`src/rtl/seq_control.sv`:
```
// Instruction sequencer: HALT/FETCH/DECODE/EXECUTE control with fetch
// timeout watchdog, gated decoder strobes and a retired-instruction counter.
module seq_control #(
   parameter int PC_WIDTH          = 8,
   parameter int PROGRAM_DataWidth = 16,
   parameter int FETCH_TIMEOUT     = 15
) (
   input  logic                         clk,
   input  logic                         rst_n,
   input  logic                         run,
   input  logic                         step,
   input  logic [PC_WIDTH-1:0]          pc,
   output logic                         imem_req,
   output logic [PC_WIDTH-1:0]          imem_addr,
   input  logic                         imem_ack,
   input  logic [PROGRAM_DataWidth-1:0] imem_data,
   output logic [PROGRAM_DataWidth-1:0] instr,
   input  logic                         dec_wr_en,
   input  logic                         dec_cnt_wr_en,
   input  logic                         dec_stat_wr_en,
   output logic                         reg_wr_en,
   output logic                         pc_wr_en,
   output logic                         stat_wr_en,
   output logic                         pc_inc,
   output logic [2:0]                   state,
   output logic                         halted,
   output logic                         fault,
   output logic [15:0]                  instr_cnt
);

   localparam logic [2:0] S_HALT   = 3'd0;
   localparam logic [2:0] S_FETCH  = 3'd1;
   localparam logic [2:0] S_DECODE = 3'd2;
   localparam logic [2:0] S_EXEC   = 3'd3;
   localparam logic [2:0] S_FAULT  = 3'd4;

   localparam int          TW      = $clog2(FETCH_TIMEOUT + 1);
   localparam logic [TW-1:0] TO_LAST = TW'(FETCH_TIMEOUT - 1);

   logic [2:0]                   r_state;
   logic [PROGRAM_DataWidth-1:0] r_instr;
   logic [15:0]                  r_cnt;
   logic [TW-1:0]                r_to;
   logic                         w_fetch;
   logic                         w_exec;

   // r_to holds the number of FETCH cycles already spent without an ack;
   // it is forced to zero outside FETCH so every entry starts fresh.
   always_ff @(posedge clk or negedge rst_n) begin
      if (!rst_n) begin
         r_state <= S_HALT;
         r_instr <= '0;
         r_cnt   <= '0;
         r_to    <= '0;
      end else begin
         r_to <= '0;
         case (r_state)
            S_HALT: begin
               if (run || step) r_state <= S_FETCH;
            end
            S_FETCH: begin
               if (imem_ack) begin
                  r_instr <= imem_data;
                  r_state <= S_DECODE;
               end else if (r_to == TO_LAST) begin
                  r_state <= S_FAULT;
               end else begin
                  r_to <= r_to + TW'(1);
               end
            end
            S_DECODE: r_state <= S_EXEC;
            S_EXEC: begin
               r_cnt   <= r_cnt + 16'd1;
               r_state <= run ? S_FETCH : S_HALT;
            end
            S_FAULT: r_state <= S_FAULT;
            default: r_state <= S_FAULT;
         endcase
      end
   end

   assign w_fetch = (r_state == S_FETCH);
   assign w_exec  = (r_state == S_EXEC);

   assign imem_req   = w_fetch;
   assign imem_addr  = w_fetch ? pc : '0;
   assign reg_wr_en  = w_exec & dec_wr_en;
   assign stat_wr_en = w_exec & dec_stat_wr_en;
   assign pc_wr_en   = w_exec & dec_cnt_wr_en;
   assign pc_inc     = w_exec & ~dec_cnt_wr_en;
   assign instr      = r_instr;
   assign state      = r_state;
   assign halted     = (r_state == S_HALT);
   assign fault      = (r_state == S_FAULT);
   assign instr_cnt  = r_cnt;

endmodule

```
`config.mk`:
```
export PLATFORM = sky130hd
export DESIGN_NAME = seq_control
export DESIGN_NICKNAME = d
export VERILOG_FILES = /design/src/rtl/seq_control.sv
export SDC_FILE = /design/constraint.sdc
export NUM_CORES = 1
export LEC_CHECK = 0
export ABC_AREA = 1
export ABC_CLOCK_PERIOD_IN_PS = 1760
export BUFFER_PORTS_ARGS = -buffer_cell sky130_fd_sc_hd__buf_2
export CELL_PAD_IN_SITES_DETAIL_PLACEMENT = 1
export CELL_PAD_IN_SITES_GLOBAL_PLACEMENT = 2
export CORE_MARGIN = 1.5
export CORE_UTILIZATION = 27
export CTS_BUF_LIST = sky130_fd_sc_hd__clkbuf_4 sky130_fd_sc_hd__clkbuf_8
export DETAILED_ROUTE_END_ITERATION = 7
export GPL_ROUTABILITY_DRIVEN = 1
export PLACE_DENSITY_LB_ADDON = 0.1
export SYNTH_ARGS = -nofsm -noshare
export SYNTH_HDL_FRONTEND = slang
export SYNTH_SLANG_ARGS = --single-unit
```
`constraint.sdc`:
```
create_clock -name clk -period 1.76 [get_ports clk]
set_input_delay 0.352 -clock clk [delete_from_list [all_inputs] [get_ports clk]]
set_output_delay 0.352 -clock clk [all_outputs]
set_load 0.01 [all_outputs]
```
==> results.md <==
- Status: complete, no violations
- Required time worst endpoint: 1.41 ns
- Clk_lat worst skew: 0.29 ns
- Cell Chain, Critical Path: inv_4 -> nand3_4 -> inv_6 -> buf_2
- Setup-violating endpoint count in the final report: 0
- HPWL after DPL: 3680 um
- Crit-path max FO: 8
- Most common flop cell mapped by yosys: dfrtp_1
- Setup TNS: 0 ns
- Register area share after synthesis: 0.494
- Crit path largest cell delay: 0.47 ns
- Clk buf depth: 2
- Synth Instances: 229
- Worst Clk Skew: 0.00632 ns
- Post-synth EDFFs: 0
- Pin count of the biggest net entering global routing: 40
- Crit path max-delay family: flip-flops
- Grt total ovfl: 0
- Max capacitance violation total: 0
- CP Launch Type: flop
- Post-CTS Setup Bufs: 0
- Core area: 0.00718 mm^2
- Rel. slew slack: 0.754
- Avg Cell Area, Syn: 8.63 um^2
- Tightest Hold Check Type: input pin to async pin
- Diodes inserted: 0
- Synth area leaders: dfrtp_1 (49%), nand2_1 (13%), nand3_1 (5.8%)
- Post-route minimum period: 1.66 ns
- Static leakage: 0.00150 uW
- Final nets: 351
- P&R area growth vs syn: 34.1%
- Number of buffers created by CTS: 5
- Initial core utilization: 0.275
- PortBufs: 81
- Fin crit share: 0.941
- Clk root buf: clkbuf_8
- CP Buf/Inv Count: 3
- Clock sinks: 39
- Fin. max-slew vios: 0
- Wire length per cell: 11.9 um
- GRT Util Overall: 0.138
- Layout Cells excl Fill: 416
- Asr flop ratio synth: 1.00
- CTS clk-pin slew, worst paths: 0.08 ns
- CTS hold repair buffers: 0
- Final worst slack: 0.105 ns
- Top cell type by total area after synthesis: dfrtp_1
- Placed cell count: 407
- Min Hold Slack: 0.00993 ns
- RSZ-0062 raised after global routing: false
- Placed inst area: 0.00250 mm^2
- Ports: 82
- Most common cell in the netlist: nand2_1
- Gp weighted congestion: 0.734
- Post-synthesis cell type count: 28
- ANT nets after route: 0
- First-pass GRT wire length: 8280 um
- Via count: 1733
- Slowest cell on crit path: dfrtp_2
- Die X: 88.5 um
- Synth Register Bits: 39
- CTS tree: yes
- Worst-Margin Slew: 0.366 ns
- Reg-to-Reg Start: instr_cnt[1]$_DFFE_PN0N_
- Mapped cell area: 0.00198 mm^2
- Synth top area share: 0.494
- Antenna violations before repair: 0
- CTS H-Tree Depth: 2
- Top post-synthesis cells by count: nand2_1 (68), dfrtp_1 (39), nor2_1 (28)
- Finished Cell Area: 0.00265 mm^2
- Worst Path Arrival: 1.30 ns
- Num rows: 31
- Setup crit start: state[2]$_DFFE_PN0P_
- Net count after synthesis: 264
- PD cells: 1320 mW/mm^2
- Die area: 0.00784 mm^2
- Pre-Repair DR Iteration Count: 3
- Vias/cell: 4.17
- DRC: 0
- DIE HEIGHT: 88.5 um
- Vias in the first global route: 1771
- Critical path type: flop to primary output
- Hold Violations, Final: 0
- FMAX: 0.604 GHz
- Worst slack at placement: 0.283 ns
- Crit. End Element: primary output
- Peak VDD IR: 686 uV
- Final WL: 4970 um
- Layout cell share with drive strength beyond 1: 0.363
- DRT iter0 DRCs: 46
- Synth warn: 0
-- final cells by class --
cell class	instances	area, um^2
clock buffer	6	82.6
clock inverter	2	35.0
fill	890	4530
inverter	25	101
multi-input combinational	161	886
sequential	39	980
tap	99	124
timing repair buffer	84	440
-- report_power, final --
group          internal, uW  leakage (uW)  switching [uW]
sequential             1150      0.000509             233
clock                   459     0.0000612             321
combinational           521      0.000931             810
-- sequential cells by signal, summed over array words and instances, names as in the netlist --
| signal | count |
|---|---|
| instr_cnt | 16 |
| r_to | 4 |
| state | 3 |
| instr | 16 |
-- cell families after synthesis --
| family | share of synthesized area |
|---|---|
| compound gates | 0.00253 |
| xor+xnor | 0.0570 |
| fa+ha+maj | 0.0190 |
| buf+inv | 0.0665 |
| flops | 0.494 |
| simple gates | 0.361 |
-- cell usage in the layout (no fill, tap or decap) --
cell type  netlist  final
nand3_2          1      1
nand3_4          1      2
nand3_1         23     23
nor2_1          28     28
ha_1             3      3
nand2_1         68     68
nand3b_1         2      2
nand3b_4         1      1
dfrtp_2          0      3
inv_1           23     22
nor2_4           3      3
nor2_8           1      1
xor2_1           4      4
nor3b_2          1      1
dfrtp_1         39     36
clkbuf_8         0      6
buf_2            1     81
inv_6            0      1
xnor2_2          1      1
clkinv_2         0      1
nand4_1          5      5
nand2_2          5      5
inv_2            1      1
buf_4            2      2
o21ai_0          1      1
nand2_8          1      1
nand2_4          1      1
nor3_1           3      3
inv_4            1      1
xnor2_1          7      7
buf_12           0      1
bufinv_16        0      1
-- repair_timing --
| item | CTS | global route |
|---|---|---|
| pin swaps | 0 | 1 |
| cloned | 0 | 1 |
| gates resized for setup | 2 | 5 |
| hold endpoints to repair | 0 | 0 |
| setup endpoints to repair | 4 | 11 |
-- layer usage --
layer  vias to the layer above  global-route usage  share of wire
li1                        881                   -              -
met2                        46               0.223           0.48
met3                         6              0.0410          0.055
met5                         -                   0              0
met1                       800               0.176           0.45
met4                         0              0.0469          0.015
-- stage by stage --
| step | util | power [uW] |
|---|---|---|
| after floorplan | - | 2170 |
| after global placement | 0.349 | 2700 |
| after detailed placement | 0.349 | 2710 |
| after CTS | 0.366 | 3530 |
| after global routing | 0.369 | 3810 |
| final | 0.369 | 3500 |
-- worst paths after layout --
| kind | cells after the start | to | slack (ns) |
|---|---|---|---|
| setup / recovery | 4 | imem_req | 0.10 |
| hold / removal | 2 | instr_cnt[0]$_DFFE_PN0N_ | 0.01 |
| setup reg to reg | 7 | instr_cnt[8]$_DFFE_PN0N_ | 0.26 |
| hold reg to reg | 2 | instr[4]$_DFFE_PN0P_ | 0.47 |
| max in group asynchronous | 2 | state[0]$_DFFE_PN0P_ | 1.51 |
| min in group clk | 3 | instr[10]$_DFFE_PN0P_ | 0.28 |
Note: power is estimated with default switching activity, not from simulation.
